$ cat config.mk
export PLATFORM = sky130hd
export DESIGN_NAME = sram_arbiter
export DESIGN_NICKNAME = d
export VERILOG_FILES = /design/src/rtl/sram_pkg.sv /design/src/rtl/rr_arbiter.sv /design/src/rtl/sram_arbiter.sv
export SDC_FILE = /design/constraint.sdc
export NUM_CORES = 1
export LEC_CHECK = 0
export BUFFER_PORTS_ARGS = -buffer_cell sky130_fd_sc_hd__buf_2
export CAP_MARGIN = 20
export CORE_ASPECT_RATIO = 0.9
export CORE_MARGIN = 2
export CORE_UTILIZATION = 44
export CTS_CLUSTER_DIAMETER = 120
export DETAILED_ROUTE_END_ITERATION = 8
export PLACE_DENSITY = 0.77
export SLEW_MARGIN = 20
export SYNTH_ARGS = -nofsm -noshare
export SYNTH_HDL_FRONTEND = slang
export SYNTH_SLANG_ARGS = --single-unit
$ cat constraint.sdc
create_clock -name clk -period 2 [get_ports clk]
set_clock_uncertainty 0.2 [all_clocks]
set_input_delay 0.1 -clock clk [delete_from_list [all_inputs] [get_ports clk]]
set_output_delay 0.1 -clock clk [all_outputs]
set_load 0.005 [all_outputs]
$ cat src/rtl/sram_pkg.sv
// Shared types for the SRAM arbiter: FSM state encoding and default widths.
// Imported by sram_arbiter; no ports.
package sram_pkg;

  typedef enum logic [1:0] {
    ST_IDLE  = 2'd0,
    ST_ISSUE = 2'd1,
    ST_WAIT  = 2'd2,
    ST_RESP  = 2'd3
  } state_t;

  localparam int N_REQ_DEF   = 2;
  localparam int ADDR_W_DEF  = 24;
  localparam int DATA_W_DEF  = 8;
  localparam int TIMEOUT_DEF = 4096;

endpackage

$ cat src/rtl/rr_arbiter.sv
// Round-robin pick: first set req bit at or after ptr, circular.
// Ports: req (N), ptr (IW) in; gnt one-hot (N), idx (IW), any out.
module rr_arbiter #(
  parameter int N  = 2,
  parameter int IW = $clog2(N)
) (
  input  logic [N-1:0]  req,
  input  logic [IW-1:0] ptr,
  output logic [N-1:0]  gnt,
  output logic [IW-1:0] idx,
  output logic          any
);

  always_comb begin
    int j;
    logic [IW-1:0] jj;
    gnt = '0;
    idx = '0;
    any = 1'b0;
    j   = 0;
    jj  = '0;
    for (int k = 0; k < N; k++) begin
      // ptr < N, so one subtraction is enough to wrap
      j = int'(ptr) + k;
      if (j >= N) j = j - N;
      jj = IW'(j);
      if (!any && req[jj]) begin
        any     = 1'b1;
        gnt[jj] = 1'b1;
        idx     = jj;
      end
    end
  end

endmodule

$ cat src/rtl/sram_arbiter.sv
// Shares one SRAM controller between N_REQ requesters, one op at a time.
// Ports: req_* in/ready out, rsp_* out, sram_* to/from controller, busy.
module sram_arbiter
  import sram_pkg::*;
#(
  parameter int N_REQ   = N_REQ_DEF,
  parameter int ADDR_W  = ADDR_W_DEF,
  parameter int DATA_W  = DATA_W_DEF,
  parameter int TIMEOUT = TIMEOUT_DEF
) (
  input  logic                    clk,
  input  logic                    rst_n,
  input  logic [N_REQ-1:0]        req_valid,
  input  logic [N_REQ-1:0]        req_we,
  input  logic [N_REQ*ADDR_W-1:0] req_addr,
  input  logic [N_REQ*DATA_W-1:0] req_wdata,
  output logic [N_REQ-1:0]        req_ready,
  output logic [N_REQ-1:0]        rsp_valid,
  output logic [DATA_W-1:0]       rsp_rdata,
  output logic                    rsp_err,
  output logic                    sram_wr_en,
  output logic                    sram_rd_en,
  output logic [ADDR_W-1:0]       sram_addr,
  output logic [DATA_W-1:0]       sram_wdata,
  input  logic [DATA_W-1:0]       sram_rdata,
  input  logic                    sram_completed,
  output logic                    busy
);

  localparam int IW = $clog2(N_REQ);
  localparam int TW = $clog2(TIMEOUT);
  localparam logic [TW-1:0] T_LAST = TW'(TIMEOUT - 1);
  localparam logic [IW-1:0] O_LAST = IW'(N_REQ - 1);

  state_t state;
  state_t state_nxt;

  logic [N_REQ-1:0]  gnt;
  logic [IW-1:0]     gnt_idx;
  logic              gnt_any;

  logic [IW-1:0]     rr_ptr;
  logic [IW-1:0]     owner;
  logic [N_REQ-1:0]  owner_oh;
  logic              we_q;
  logic [ADDR_W-1:0] addr_q;
  logic [DATA_W-1:0] wdata_q;
  logic [DATA_W-1:0] rdata_q;
  logic              err_q;
  logic [TW-1:0]     timer;
  logic              expire;

  rr_arbiter #(
    .N  (N_REQ),
    .IW (IW)
  ) u_rr (
    .req (req_valid),
    .ptr (rr_ptr),
    .gnt (gnt),
    .idx (gnt_idx),
    .any (gnt_any)
  );

  assign expire = (timer == T_LAST);

  always_ff @(posedge clk or negedge rst_n) begin
    if (!rst_n) state <= ST_IDLE;
    else        state <= state_nxt;
  end

  // A completion in ISSUE is handled exactly like one in WAIT.
  // A completion on the expiry cycle wins over the timeout.
  always_comb begin
    state_nxt = state;
    unique case (state)
      ST_IDLE:  if (gnt_any) state_nxt = ST_ISSUE;
      ST_ISSUE: state_nxt = sram_completed ? ST_RESP : ST_WAIT;
      ST_WAIT:  if (sram_completed || expire) state_nxt = ST_RESP;
      ST_RESP:  state_nxt = ST_IDLE;
      default:  state_nxt = ST_IDLE;
    endcase
  end

  always_ff @(posedge clk or negedge rst_n) begin
    if (!rst_n) begin
      rr_ptr   <= '0;
      owner    <= '0;
      owner_oh <= '0;
      we_q     <= 1'b0;
      addr_q   <= '0;
      wdata_q  <= '0;
      rdata_q  <= '0;
      err_q    <= 1'b0;
      timer    <= '0;
    end else begin
      unique case (state)
        ST_IDLE: begin
          if (gnt_any) begin
            owner    <= gnt_idx;
            owner_oh <= gnt;
            we_q     <= req_we[gnt_idx];
            addr_q   <= req_addr[gnt_idx*ADDR_W +: ADDR_W];
            wdata_q  <= req_wdata[gnt_idx*DATA_W +: DATA_W];
            err_q    <= 1'b0;
          end
        end
        ST_ISSUE: begin
          timer <= '0;
          if (sram_completed)
            rdata_q <= we_q ? '0 : sram_rdata;
        end
        ST_WAIT: begin
          if (sram_completed) begin
            rdata_q <= we_q ? '0 : sram_rdata;
          end else if (expire) begin
            err_q   <= 1'b1;
            rdata_q <= '0;
          end else begin
            timer <= timer + 1'b1;
          end
        end
        ST_RESP: begin
          rr_ptr <= (owner == O_LAST) ? '0 : owner + 1'b1;
        end
        default: ;
      endcase
    end
  end

  assign busy       = (state != ST_IDLE);
  assign req_ready  = (state == ST_ISSUE) ? owner_oh : '0;
  assign rsp_valid  = (state == ST_RESP) ? owner_oh : '0;
  assign rsp_err    = (state == ST_RESP) & err_q;
  assign rsp_rdata  = rdata_q;
  assign sram_wr_en = (state == ST_ISSUE) & we_q;
  assign sram_rd_en = (state == ST_ISSUE) & ~we_q;
  assign sram_addr  = addr_q;
  assign sram_wdata = wdata_q;

endmodule

# After elaboration in Yosys (flattened, before gate mapping)
# Cells that the tools add are included.
# totals
ff_bits,60
inputBits,79
out_inout_bits,48
# op_classes
n_shift,2
mux,37
order_cmp,7
n_mul,1
n_eq_ne,11
n_addsub,5
n_reduce_logical,14
n_bitwise,5
# ops
op,n
$shiftx A48 B7 Y24,1
$mux W8,4
$mux W12,2
$pmux W12 S2,1
$mux W1,19
$pmux W8 S2,1
$shiftx A16 B5 Y8,1
$add A12 B1 Y12 const B,1
$eq A12 B12 Y1 const B,1
$mux W2,6
$ne A2 B2 Y1 const B,6
$pmux W2 S4,1
$lt A1 B2 Y1 const B,3
$reduce_and A3 Y1,2
$reduce_bool A2 Y1,3
$eq A2 B2 Y1 const B,2
$reduce_and A2 Y1,2
$reduce_and A4 Y1,1
$and A1 B1 Y1,3
$logic_and A1 B1 Y1,3
$mul A1 B2 Y3 const B,1
$ne A3 B3 Y1 const B,1
$add A1 B1 Y2 const B,1
$demux W1 S1,2
12 further kinds,14

# Depth between registers and ports, before layout
# depth
word_depth,10
ltp_mapped,8
ltp_nobuf,6

# Cells and area by module
# From an unflattened synthesis, not the netlist that was laid out.
# unflattened
hier_cells,318
area_unflattened_um2,3128.0
# by_module_without_submodules
mod,area_per_inst_um2,seq_area_each_um2,cells_each,n_inst
sram_arbiter,3095.5,1501.4,313,1
rr_arbiter,32.5,0.0,5,1

# Worst setup path before layout
# OpenSTA, ideal clock, no wires.
# synth_path
path_kind,register to register
from,reg state[0]
to,reg addr_q[17] (netlist: sram_addr[17])
setup_slack_ns,0.030
path_buffers,3
required_ns,1.717
setup_ns,0.083
stages_incl_launch_ff,9
arrival_ns,1.687
synth_period_minus_slack_ns,1.970
cell_sequence,dfrtp_1 inv_1 ha_1 clkbuf_1 o21ai_1 clkbuf_1 clkbuf_1 nand2_1 o21ai_0
# synth_between
elab_chain_cells,2
# synth_lines
item,line,source
"start, declared",sram_arbiter.sv:35,state_t state;
"start signal, assigned",sram_arbiter.sv:68,else state <= state_nxt;
$logic_not A2 Y1,sram_arbiter.sv:96,unique case (state)
$reduce_and A2 Y1 (no source line),--,
"end signal, assigned",sram_arbiter.sv:102,addr_q <= req_addr[gnt_idx*ADDR_W +: ADDR_W];
"end, declared",sram_arbiter.sv:46,logic [ADDR_W-1:0] addr_q;
# No other way between the ends.
# A chain may end at the register's enable or synchronous reset.

# Worst setup path after layout
# layout_path
from,reg state[0]
to,reg timer[8]
# layout_between
elab_chain_cells,3
elab_cells_between_ends,7
cone_classes,eq/ne: 4; mux: 1; reduce/logical: 2
# layout_lines
item,line,source
$eq A2 B2 Y1 / $eq A2 B1 Y1 (equally long branches),sram_arbiter.sv:96,
$ne A2 B2 Y1 (no source line) / $reduce_bool A2 Y1 (equally long branches),--,
$reduce_and A3 Y1 (no source line),--,
"end signal, assigned",sram_arbiter.sv:119,timer <= timer + 1'b1;
"end, declared",sram_arbiter.sv:50,logic [TW-1:0] timer;
# Several ways; a longest one is shown, not always the timed one.

==> results.py <==
metrics = {
    "worst_setup_path": {
        "r2r_start": "state[0]$_DFFE_PN0P_",
        "timing.critical_path.from": "state[0]$_DFFE_PN0P_",
        "timing.critical_path.max_delay_family": "simple AND/OR/NAND/NOR gates",
        "critPathSlowestCell": "dfrtp_1",
        "cp_slowest_stage_delay_ps": 350,
        "worst_ep_required_ps": 2030,
        "worstSetupEndpointType": "flop",
        "startpoint_type": "flop",
        "worstPathBufferInverterCount": 2,
        "crit_path_cell_trace": "inv_1 -> ha_1 -> buf_4 -> nand2_1 -> or2_2 -> o41ai_1",
        "cp_max_fo": 4,
        "criticalPathCategory": "reg -> reg",
        "timing.critical_path.arrival_ps": 1940,
    },
    "power": {
        "comb_power_share": 0.461,
        "cellInternalPower_mw": 3.53,
        "vdd.ir_drop.worst_uv": 646,
        "power.leakage_nw": 2.56,
        "power_switching_mw": 2.25,
        "power.density_cell_area_mw_per_mm2": 1160,
        "seq_power_share": 0.351,
        "power.switching_fraction": 0.389,
        "power_frac_clock": 0.188,
    },
    "clock_network": {
        "htree_levels": 3,
        "clkTransAtPathRegs_ps": 70,
        "insertion_delay_ps": 350,
        "cts.root.buffer_cell": "clkbuf_8",
        "clock_tree_from_tritoncts": "yes",
        "cts_inserted_buffers": 9,
        "cts-root-to-sink-buffers": 2,
        "clock-sinks": 60,
    },
    "drt": {
        "drt_first_iter_violations": 197,
        "viasPerCell": 5.35,
        "postRouteWirelength_mm": 11.0,
        "detail_route.first_pass.iterations": 5,
        "drc_errors": 0,
        "routedWlPerCell_um": 17.4,
        "ant_nets": 0,
        "vias": 3371,
    },
    "final_layout": {
        "num-fill-cells": 459,
        "synthToLayoutAreaGrowth_pct": 61.1,
        "final_core_util": 0.721,
        "multiInputGateArea_mm2": 0.00152,
        "n_antenna_cell": 0,
        "ff_latch_area_mm2": 0.00150,
        "drive_above_1_share": 0.337,
        "finish.cell_count_without_fillers": 630,
        "final_net_count": 617,
    },
    "timing": {
        "min_period_ps": 1910,
        "final.period_utilization": 0.954,
        "clock.fmax_mhz": 524,
        "worst_pin_slew_ps": 532,
        "hold_violations": 0,
        "timing.max_slew.rel_slack": 0.644,
        "slew_violations": 0,
        "finalSetupViolCount": 0,
        "unrepaired_setup_endpoints_after_global_routing": "no",
        "totalNegativeSetupSlack_ps": 0,
    },
    "yosys": {
        "synthesis.instances": 311,
        "syn-cell-area_mm2": 0.00310,
        "synth_seq_cells": 60,
        "synth_warnings": 0,
        "synth_ff_type": "dfrtp_1",
        "netlist-cell-type-count": 52,
        "mappedNetlistNets": 395,
        "synthesis.area_per_instance_um2": 9.97,
        "synth-edff-count": 0,
        "seq_area_frac_synth": 0.484,
        "synth-async-reset-ratio": 1.00,
    },
    "placed_design": {
        "portBuffers": 126,
        "gp_congestion": 0.866,
        "post-dp-hpwl_mm": 5.79,
        "placedCellCount": 536,
    },
    "global_route": {
        "grt_pass1_wl_mm": 17.4,
        "grt_antenna_before_repair": 0,
        "gr-usage-all-layers": 0.289,
        "first_global_vias": 3492,
        "globalRoute.totalOverflow": 0,
        "grt_start_max_net_pins": 61,
    },
    "floorplanning": {
        "floorplan.die_area_mm2": 0.00773,
        "core_mm2": 0.00693,
        "floorplan.io_pins": 127,
        "die_w_um": 92.5,
        "placementRows": 29,
        "initial_core_util": 0.447,
        "chip_height_um": 83.6,
    },
    "run": {
        "drv.max_cap_violation_count": 0,
    },
    "run_status": {
        "run_status": "finished clean",
    },
    "worst_hold_path": {
        "hold_class": "in -> async",
    },
}
## cell usage in the layout (no fill, tap or decap), drive strengths merged, types with 2 or more instances in the layout
cell type    synthesis  routed
nor3                 3       3
and2                 7       7
or4                  2       2
o41ai                2       2
a22oi                9       9
mux2i               36      36
nand2               56      56
o311ai               3       3
inv                  9       9
nand3                4       4
a211o                3       3
clkinv               1       4
nor4                 3       3
nand4                4       4
a21boi               2       2
a21o                 2       2
o221ai               3       3
clkbuf               9      10
dlygate4sd3          0      77
dfrtp               60      60
a21oi                8       8
buf                  8     151
and3                 2       2
nor2b                2       2
nor2                 8       8
o21ai               46      46
ha                   5       5
## metal layers
layer / up-vias / wire length [um] / track usage
li1: 1563 / - / -
met1: 1597 / 4460 / 0.352
met2: 177 / 5280 / 0.480
met3: 34 / 880 / 0.0876
met4: 0 / 349 / 0.115
met5: - / 0 / 0
## repair_timing
item	CTS	global route
endpoints found under the setup margin	0	18
buffers inserted	0	2
hold buffers	77	0
hold endpoints to repair	103	0
resized for setup	0	5
## cell type report
| type | count | area share |
|---|---|---|
| clock buffer | 10 | 0.0276 |
| timing repair buffer | 228 | 0.326 |
| multi-input combinational | 224 | 0.305 |
| inverter | 10 | 0.00752 |
| tap | 93 | 0.0233 |
| sequential | 60 | 0.301 |
| clock inverter | 5 | 0.0105 |
## through the flow
stage                     power, mW  area [um^2]  hold WS, ps  worst slack (ps)
after floorplan                3.19         3100         -396              30.3
after global placement         4.28         4000        -69.5               122
after detailed placement       4.41         4000        -65.7              34.4
after CTS                      5.61         4960         52.4              24.0
after global routing           6.12         4990          102              10.6
final                          5.77         4990         86.1              92.5
## logic make-up after synthesis
kind of cell / Yosys count / synth area share
mux: 36 / 0.116
compound gates: 87 / 0.188
buf+inv: 27 / 0.0375
fa+ha+maj: 5 / 0.0202
simple gates: 96 / 0.153
flops: 60 / 0.484
## worst register-to-register path, stage by stage (launching register included)
cell and delay (ps):
dfrtp_1 350, inv_1 100, ha_1 350, buf_4 130, nand2_1 70, or2_2 340, o41ai_1 270
## cell usage after synthesis, types with 5 or more instances
library cell  number  share of area
buf_2              6         0.0097
dfrtp_1           60           0.48
mux2i_1           36           0.12
clkbuf_1           9          0.011
and2_1             7          0.014
ha_1               5          0.020
o21ai_0           45          0.073
nor2_1             8         0.0097
a22oi_1            8          0.019
nand2_1           55          0.067
a21oi_1            8          0.013
inv_1              9          0.011
## registers in the layout, summed over array words and instances (netlist names)
name	count
err_q	1
owner	1
owner_oh	2
rr_ptr	1
rsp_rdata	8
sram_addr	24
sram_wdata	8
state	2
timer	12
we_q	1
## final timing paths
| path | end | slack (ps) | cells after the start |
|---|---|---|---|
| max | timer[8]$_DFFE_PN0P_ | 90 | 6 |
| min | sram_addr[20]$_DFFE_PN0P_ | 90 | 3 |
| max reg2reg | timer[8]$_DFFE_PN0P_ | 90 | 6 |
| min reg2reg | rr_ptr$_DFFE_PN0N_ | 260 | 1 |
| max in group asynchronous | timer[11]$_DFFE_PN0P_ | 1240 | 3 |
| min in group clk | sram_addr[22]$_DFFE_PN0P_ | 120 | 4 |
## power by group through the flow
stage                     Sequential (mW)  Combinational (mW)  Clock, mW
after floorplan                      2.02                1.18          0
after global placement               1.98                2.31          0
after detailed placement             2.00                2.41          0
after CTS                            1.98                2.52       1.10
after global routing                 2.06                2.90       1.16
final                                2.02                2.66       1.09
Power figures use the tool's default switching activity.
